===== config.mk =====
export PLATFORM = sky130hd
export DESIGN_NAME = zjh_74hc148_irq_enc
export DESIGN_NICKNAME = d
export VERILOG_FILES = /design/src/rtl/zjh_74hc148_irq_enc_pkg.sv /design/src/rtl/zjh_sync_fall.sv /design/src/rtl/zjh_74hc148_irq_enc.sv
export SDC_FILE = /design/constraint.sdc
export NUM_CORES = 1
export LEC_CHECK = 0
export CAP_MARGIN = 10
export CORE_UTILIZATION = 61
export CTS_BUF_LIST = sky130_fd_sc_hd__clkbuf_8
export DETAILED_ROUTE_END_ITERATION = 6
export HOLD_SLACK_MARGIN = 0.02
export PLACE_DENSITY = 0.86
export SYNTH_ARGS = -nofsm -noshare
export SYNTH_HDL_FRONTEND = slang
export SYNTH_SLANG_ARGS = --single-unit

===== constraint.sdc =====
create_clock -name clk -period 3.55 [get_ports clk]
set_input_delay 0.355 -clock clk [delete_from_list [all_inputs] [get_ports clk]]
set_output_delay 0.355 -clock clk [all_outputs]
set_load 0.02 [all_outputs]

===== src/rtl/zjh_74hc148_irq_enc_pkg.sv =====
// Shared constants and types for the 74HC148-style registered priority encoder.
//   N_REQ   : number of request lines
//   CODE_W  : width of the encoded index
//   A_IDLE  : active-low code driven when nothing is presented
//   state_t : handshake state (IDLE / PRESENT)
package zjh_74hc148_irq_enc_pkg;
    localparam int N_REQ  = 8;
    localparam int CODE_W = 3;
    localparam logic [CODE_W-1:0] A_IDLE = 3'b111;

    typedef enum logic {
        IDLE    = 1'b0,
        PRESENT = 1'b1
    } state_t;
endpackage


===== src/rtl/zjh_sync_fall.sv =====
// Single-bit synchroniser followed by a falling-edge pulse generator.
//   clk  : system clock
//   rst  : asynchronous active-high reset; all flops go to 1 (inactive)
//   d    : asynchronous active-low request input
//   fall : one-cycle pulse when the synchronised input goes 1 -> 0
module zjh_sync_fall #(
    parameter int SYNC_STAGES = 2
) (
    input  logic clk,
    input  logic rst,
    input  logic d,
    output logic fall
);
    logic [SYNC_STAGES-1:0] sync_q;
    logic                   hist_q;

    always_ff @(posedge clk or posedge rst) begin
        if (rst) begin
            sync_q <= '1;
            hist_q <= 1'b1;
        end else begin
            sync_q <= {sync_q[SYNC_STAGES-2:0], d};
            hist_q <= sync_q[SYNC_STAGES-1];
        end
    end

    // hist holds last cycle's synchronised value, so this is high for exactly one cycle.
    assign fall = hist_q & ~sync_q[SYNC_STAGES-1];
endmodule


===== src/rtl/zjh_74hc148_irq_enc.sv =====
// Registered 8-to-3 priority encoder with edge-latched pending requests and a
// valid/ack handshake toward the consumer.
//   clk  : system clock, rising edge
//   rst  : asynchronous active-high reset
//   EI_n : active-low enable; high defers launching a new code
//   I_n  : active-low asynchronous requests, I_n[7] highest priority
//   ack  : consumer accepts the presented code (only while GS_n=0)
//   A_n  : active-low index of the presented request, 3'b111 when none
//   GS_n : active-low code valid
//   EO_n : active-low "enabled and completely idle"
//   ovf  : sticky, a request re-fired while already pending
module zjh_74hc148_irq_enc
    import zjh_74hc148_irq_enc_pkg::*;
#(
    parameter int SYNC_STAGES = 2
) (
    input  logic              clk,
    input  logic              rst,
    input  logic              EI_n,
    input  logic [N_REQ-1:0]  I_n,
    input  logic              ack,
    output logic [CODE_W-1:0] A_n,
    output logic              GS_n,
    output logic              EO_n,
    output logic              ovf
);
    logic [N_REQ-1:0]  fall;
    logic [N_REQ-1:0]  pending_q, pending_nx, clr_mask;
    logic [CODE_W-1:0] code_q, code_nx;
    state_t            state_q, state_nx;
    logic              clr;
    logic              ovf_nx;

    for (genvar k = 0; k < N_REQ; k++) begin : g_sync
        zjh_sync_fall #(.SYNC_STAGES(SYNC_STAGES)) u_sync (
            .clk  (clk),
            .rst  (rst),
            .d    (I_n[k]),
            .fall (fall[k])
        );
    end

    function automatic logic [CODE_W-1:0] pick_hi(input logic [N_REQ-1:0] p);
        pick_hi = '0;
        for (int i = 0; i < N_REQ; i++) begin
            if (p[i]) pick_hi = CODE_W'(i);
        end
    endfunction

    always_comb begin
        state_nx = state_q;
        code_nx  = code_q;
        clr      = 1'b0;
        case (state_q)
            IDLE: begin
                // Priority is only evaluated here; PRESENT holds the code frozen.
                if (!EI_n && (pending_q != '0)) begin
                    state_nx = PRESENT;
                    code_nx  = pick_hi(pending_q);
                end
            end
            PRESENT: begin
                if (ack) begin
                    clr      = 1'b1;
                    state_nx = IDLE;
                end
            end
            default: state_nx = IDLE;
        endcase
    end

    // Set is OR-ed in after the clear so a same-cycle re-fire survives the ack.
    assign clr_mask   = clr ? (N_REQ'(1) << code_q) : '0;
    assign pending_nx = (pending_q & ~clr_mask) | fall;
    assign ovf_nx     = ovf | (|(fall & pending_q));

    always_ff @(posedge clk or posedge rst) begin
        if (rst) begin
            state_q   <= IDLE;
            code_q    <= '0;
            pending_q <= '0;
            ovf       <= 1'b0;
            A_n       <= A_IDLE;
            GS_n      <= 1'b1;
            EO_n      <= 1'b1;
        end else begin
            state_q   <= state_nx;
            code_q    <= code_nx;
            pending_q <= pending_nx;
            ovf       <= ovf_nx;
            A_n       <= (state_nx == PRESENT) ? ~code_nx : A_IDLE;
            GS_n      <= (state_nx != PRESENT);
            // Uses the pending set seen this cycle, so EO_n trails a final ack by one cycle.
            EO_n      <= !(!EI_n && (pending_q == '0) && (state_nx == IDLE));
        end
    end
endmodule


==> results.sh <==
export IMPL_endpoint_kind="output pin"
export IMPL_synth_top_area_share_pct=50.75
export IMPL_yosysMostFrequentCell="dfstp_2"
export IMPL_rsz0062_at_grt="no"
export IMPL_cts_sinks=42
export IMPL_maxSlewHeadroom_pct=67.54
export IMPL_row_count=17
export IMPL_cts_resized=0
export IMPL_hold_ws_ns=0.3572
export IMPL_hold_viol_final=0
export IMPL_layout_drive_gt1_share_pct=32.59
export IMPL_finalWirelength_mm=2.653
export IMPL_synth_warnings=0
export IMPL_cp_startpoint="EO_n"
export IMPL_die_h_um=51.61
export IMPL_io_pins=18
export IMPL_slowest_stage="clkdlybuf4s50_1"
export IMPL_grt_max_degree=43
export IMPL_fmax_mhz=569.0
export IMPL_power_frac_clock_pct=33.7
export IMPL_multi_input_area_sq_um=372.9
export IMPL_p_int_w=0.0008017
export IMPL_syn_inst=109
export IMPL_setup_tns_ns=0
export IMPL_clock_skew_ns=0.004507
export IMPL_cts_setup_buffers=0
export IMPL_synth_edf_count=0
export IMPL_endpoint="EO_n"
export IMPL_num_antenna_cells=0
export IMPL_synth_nets=121
export IMPL_fin_crit_sh_pct=49.50
export IMPL_drc=0
export IMPL_drt_wirelength_per_cell_um=16.28
export IMPL_die_w_um=51.61
export IMPL_reg2reg_depth=4
export IMPL_syn_area_per_cell_sq_um=13.77
export IMPL_grt_pass1_vias=978
export IMPL_power_leakage_nw=0.7498
export IMPL_start_util_pct=65.97
export IMPL_p_comb_share_pct=11.0
export IMPL_path_buf_inv=1
export IMPL_path_depth=1
export IMPL_final_fill_count=134
export IMPL_ys_ff_latch=42
export IMPL_num_vias=955
export IMPL_setup_viol=0
export IMPL_status="complete, no violations"
export IMPL_stdcell_count=163
export IMPL_seqPwrFrac_pct=55.3
export IMPL_ant_nets=0
export IMPL_dpl_hpwl_mm=1.704
export IMPL_drtPass1Iterations=4
export IMPL_placedInstanceArea_sq_um=1714
export IMPL_clk_latency_ns=0.29
export IMPL_ctsHoldBuffers=0
export IMPL_layout_area_overhead_vs_synth_pct=21.42
export IMPL_async_flop_share_pct=100.0
export IMPL_cts_htree_levels=2
export IMPL_core_area_sq_um=2276
export IMPL_synth_common_cells="dfstp_2 (29), o21ai_0 (16), dfrtp_1 (13)"
export IMPL_yosysSeqAreaShare_pct=72.42
export IMPL_antenna_found_initial=0
export IMPL_ys_flop_type="dfstp_2"
export IMPL_crit_path_start_kind="register"
export IMPL_clockRootBuffer="clkbuf_8"
export IMPL_max_clock_path_buffers=2
export IMPL_yosysUniqueCellTypes=24
export IMPL_cts_buffers=5
export IMPL_cts_tree="done"
export IMPL_max_slew_worst_pin_slew_ns=0.4869
export IMPL_crit_arrival_ns=1.40
export IMPL_crit_family="buffers and inverters"
export IMPL_viasPerCell=5.859
export IMPL_layout_min_cycle_time_ns=1.757
export IMPL_maxSlewViolCount=0
export IMPL_grt_total_usage_pct=24.52
export IMPL_numPortBuffers=17
export IMPL_layout_nets=146
export IMPL_worstPathMaxFanout=1
export IMPL_place_inst=155
export IMPL_r2r_end="state_q"
export IMPL_power_switching_w=0.0002637
export IMPL_cp_slowest_stage_delay_ns=0.59
export IMPL_fin_area_sq_um=1823
export IMPL_path_cells="clkdlybuf4s50_1"
export IMPL_worst_r2r_setup_slack_ns=2.15
export IMPL_crit_type="reg -> out"
export IMPL_ff_latch_area_sq_um=1087
export IMPL_p_per_area_nw_per_um2=584.4
export IMPL_grt_overflow=0
export IMPL_max_cap_violations=0
export IMPL_critPathRequiredTime_ns=3.19
export IMPL_synthTopCellsByArea="dfstp_2 (51%), dfrtp_1 (22%), o21ai_0 (5.3%), nand3b_1 (3.5%), nor4_4 (2.8%)"
export IMPL_min_path_type="reg -> reg"
export IMPL_place_gp_congestion=0.8897
export IMPL_reg2reg_from="pending_q[5]"
export IMPL_drtIter0Drc=34
export IMPL_worst_ir_drop_vdd_v=0.0005215
export IMPL_yosysTopAreaCell="dfstp_2"
export IMPL_netlist_area_sq_um=1501
export IMPL_die_area_sq_um=2664
export IMPL_clk_pin_slew_ns=0.07
export IMPL_grt_pass1_wl_mm=4.395
export IMPL_p_sw_share_pct=24.75
[routing by layer]
layer	wire length [um]	up-vias	track usage [%]
met5	0	-	0
li1	-	423	-
met1	1032	477	27.76
met3	155	12	7.895
met4	98	0	18.02
met2	1367	43	38.74
[worst min path at each step]
stage,slack [ns],from,cells past startpoint,to
finish,0.36,g_sync[0].u_sync.sync_q[0],0,g_sync[0].u_sync.sync_q[1]
global placement,0.35,g_sync[4].u_sync.sync_q[0],0,g_sync[4].u_sync.sync_q[1]
CTS,0.36,g_sync[0].u_sync.sync_q[0],0,g_sync[0].u_sync.sync_q[1]
global route,0.36,g_sync[0].u_sync.sync_q[0],0,g_sync[0].u_sync.sync_q[1]
floorplan,0.35,g_sync[0].u_sync.sync_q[0],0,g_sync[0].u_sync.sync_q[1]
detailed placement,0.35,g_sync[6].u_sync.sync_q[0],0,g_sync[6].u_sync.sync_q[1]
[power groups by stage]
stage	combinational, W	sequential (W)	clock (W)
after CTS	0.000117	0.000589	0.000367
after floorplan	0.0000592	0.000593	0
final	0.000117	0.000589	0.000359
after global routing	0.000129	0.000595	0.000383
after global placement	0.000109	0.000591	0
after detailed placement	0.000114	0.000594	0
[registers in the layout, indices dropped and copies added (netlist names)]
signal                cells
GS_n                      1
g_sync.u_sync.hist_q      8
state_q                   1
g_sync.u_sync.sync_q     16
pending_q                 8
A_n                       3
ovf                       1
EO_n                      1
code_q                    3
[area by class of cell]
cell class | count | area share, %
inverter | 11 | 2.265
clock buffer | 5 | 3.775
sequential | 42 | 59.64
multi-input combinational | 56 | 20.45
clock inverter | 3 | 2.196
tap | 28 | 1.922
timing repair buffer | 18 | 9.746
[placed cells by master, fill, tap and decap left out, types with 3 or more instances in the layout]
cell type	instances
dfstp_2	29
o21ai_0	16
clkdlybuf4s50_1	17
clkbuf_8	5
a21o_1	3
inv_1	10
a21oi_1	4
nor2_1	5
nand3b_1	7
dfrtp_1	13
[metrics by stage]
| stage | setup slack (ns) | utilization [%] | power, W |
|---|---|---|---|
| 2_1_floorplan | 2.246 | - | 0.0006523 |
| 5_1_grt | 1.741 | 80.10 | 0.001108 |
| 3_3_place_gp | 2.092 | 75.32 | 0.0006998 |
| 3_5_place_dp | 1.993 | 75.32 | 0.0007081 |
| 4_1_cts | 1.775 | 80.10 | 0.001072 |
| 6_report | 1.793 | 80.10 | 0.001065 |
[kinds of logic (layout without fill, tap and decap cells)]
logic type             after synthesis  in the layout  share of synthesized area, %
DFF                                 42             42                         72.42
AOI/OAI and AO/OA                   29             29                         12.08
buffers and inverters               11             37                         2.750
and+or+nand+nor                     27             27                         12.75
No activity file was read; power rests on OpenSTA's default activity.
==> edit, RTL diff (config.mk and constraints unchanged) <==
Register the output `ovf` once more, without a reset; this adds one clock of latency there. The other outputs are not delayed to match.
--- a/src/rtl/zjh_74hc148_irq_enc.sv
+++ b/src/rtl/zjh_74hc148_irq_enc.sv
@@ -24,6 +24,8 @@
     output logic              EO_n,
     output logic              ovf
 );
+
+    logic ovf_s0;
     logic [N_REQ-1:0]  fall;
     logic [N_REQ-1:0]  pending_q, pending_nx, clr_mask;
     logic [CODE_W-1:0] code_q, code_nx;
@@ -72,14 +74,14 @@
     // Set is OR-ed in after the clear so a same-cycle re-fire survives the ack.
     assign clr_mask   = clr ? (N_REQ'(1) << code_q) : '0;
     assign pending_nx = (pending_q & ~clr_mask) | fall;
-    assign ovf_nx     = ovf | (|(fall & pending_q));
+    assign ovf_nx     = ovf_s0 | (|(fall & pending_q));
 
     always_ff @(posedge clk or posedge rst) begin
         if (rst) begin
             state_q   <= IDLE;
             code_q    <= '0;
             pending_q <= '0;
-            ovf       <= 1'b0;
+            ovf_s0    <= 1'b0;
             A_n       <= A_IDLE;
             GS_n      <= 1'b1;
             EO_n      <= 1'b1;
@@ -87,12 +89,16 @@
             state_q   <= state_nx;
             code_q    <= code_nx;
             pending_q <= pending_nx;
-            ovf       <= ovf_nx;
+            ovf_s0    <= ovf_nx;
             A_n       <= (state_nx == PRESENT) ? ~code_nx : A_IDLE;
             GS_n      <= (state_nx != PRESENT);
             // Uses the pending set seen this cycle, so EO_n trails a final ack by one cycle.
             EO_n      <= !(!EI_n && (pending_q == '0) && (state_nx == IDLE));
         end
     end
+    always_ff @(posedge clk) begin
+        ovf <= ovf_s0;
+    end
+
 endmodule
 
Formal check against the unedited RTL: not equivalent (a bounded check fails within 10 cycles, from zero or initial values and one cycle with rst high).
==> edit against the unedited design <==
  * Synthesized area is 1.3% higher
  * Cell count increased by 0.61%
  * Synthesized cell count is 0.92% higher
  * Cell area grew 1.6%
  * Setup slack improved by 0.0038 ns
  * Routed wire length is 11% lower
  * Sequential cell count increased by 1
  * Via count down 3.5%
  * Non-clock buffer count unchanged
  * Total power increased by 2.1%
  * Core utilization rose by 1.3 points
  * Critical path type unchanged
  * Highest routed layer unchanged
==> edit: results <==
group,metric,value,unit
run_status,status,"finished clean",
sta,worst_slew_margin_rel,53.1,%
synthesis,synth_warnings,0,
routing,num_vias,922,
final_layout,largest_registers,"g_sync.u_sync.sync_q x16, g_sync.u_sync.hist_q x8, pending_q x8",
grt,grt_use_total,22.4,%
routing,met3_length,98,um
placement,placed_cells_incl_taps,156,
min_path,hp-class,"flop to flop",
synthesis,yosysSeqAreaShare,72.8,%
final_layout,nets,147,
worst_setup_path,slowest_stage,"clkdlybuf4s50_1",
routing,detail_route.vias_per_cell,5.62,
synthesis,synthTopCellsByArea,"dfstp_2 (50%), dfrtp_1 (21%), o21ai_0 (5.3%), nand3b_1 (3.5%), nor4_4 (2.8%)",
sta,skew,0.00219,ns
grt,antenna_found_initial,0,
clock_tree,cts_setup_buffers,0,
worst_setup_path,critical-path-top-delay-family,"buffers and inverters",
synthesis,synthArstFlopShare,97.7,%
clock_tree,cts_buffer_depth,2,
clock_tree,path_clk_slew,0.07,ns
placement,globalplace.congestion,0.829,
pwr,p_leak,0.761,nW
pwr,irDropWorstVdd,0.462,mV
clock_tree,cts-resized-gates,0,
synthesis,synth_nets,122,
routing,met2_wirelength,1170,um
routing,drtIter0Drc,20,
worst_setup_path,arrival,1.40,ns
worst_setup_path,slowest_delay,0.59,ns
worst_setup_path,path_max_fanout,1,
routing,wire_per_inst,14.4,um
routing,wl_met1,973,um
grt,use_met3,7.60,%
synthesis,ys_types,25,
grt,grt.met1_usage,24.0,%
clock_tree,numCtsBuffers,5,
grt,grt_pass1_vias,930,
final_layout,final.fill_count,114,
grt,grt_pass1_wl,4020,um
synthesis,synth_xor_area_share,0,%
placement,hpwl,1680,um
final_layout,drive_gt1_share,32.4,%
grt,grt_max_degree,23,
grt,grt_use_met2,35.5,%
synthesis,synth_compound_area_share,11.9,%
clock_tree,htreeDepth,2,
synthesis,avgSynthCellArea,13.8,um2
[edit: area by class of cell]
cell class | count | area share, %
inverter | 11 | 2.23
clock inverter | 2 | 1.89
tap | 28 | 1.89
multi-input combinational | 56 | 20.1
sequential | 43 | 59.8
clock buffer | 6 | 4.46
timing repair buffer | 18 | 9.59
[edit: where the power goes]
| group | internal, W | total, W | switching [W] |
|---|---|---|---|
| sequential | 0.000550 | 0.000598 | 0.0000479 |
| combinational | 0.0000560 | 0.000113 | 0.0000575 |
| clock | 0.000227 | 0.000376 | 0.000149 |
[edit: metrics by stage]
stage               worst slack [ns]  instance area, um2  hold WS, ns
finish                          1.80                1850        0.358
global placement                1.96                1730        0.346
floorplan                       2.25                1520        0.339
global route                    1.74                1850        0.362
detailed placement              1.92                1730        0.347
CTS                             1.77                1850        0.360
[edit: cells by family after synthesis]
| kind of cell | after synthesis |
|---|---|
| AOI/OAI and AO/OA | 29 |
| buffers and inverters | 11 |
| and+or+nand+nor | 27 |
| DFF | 43 |
[edit: final timing paths]
check                           slack [ns]                    endpoint                        from  depth (start not counted)
worst max-delay path                  1.80                      A_n[1]                      A_n[1]                          1
worst min-delay path                  0.36  g_sync[4].u_sync.sync_q[1]  g_sync[4].u_sync.sync_q[0]                          0
worst max register to register        2.13                     state_q                pending_q[5]                          4
worst min register to register        0.36  g_sync[4].u_sync.sync_q[1]  g_sync[4].u_sync.sync_q[0]                          0
max in group asynchronous             2.29  g_sync[4].u_sync.sync_q[1]                         rst                          3
min in group asynchronous             0.47                pending_q[2]                         rst                          2
[edit: worst register-to-register path: cells and delay by family (launching register included)]
family / cells / cell delay [ns]
flip-flops: 1 / 0.46
AND/OR/NAND/NOR: 2 / 0.59
AO/OA/AOI/OAI: 1 / 0.23
buffers and inverters: 1 / 0.04
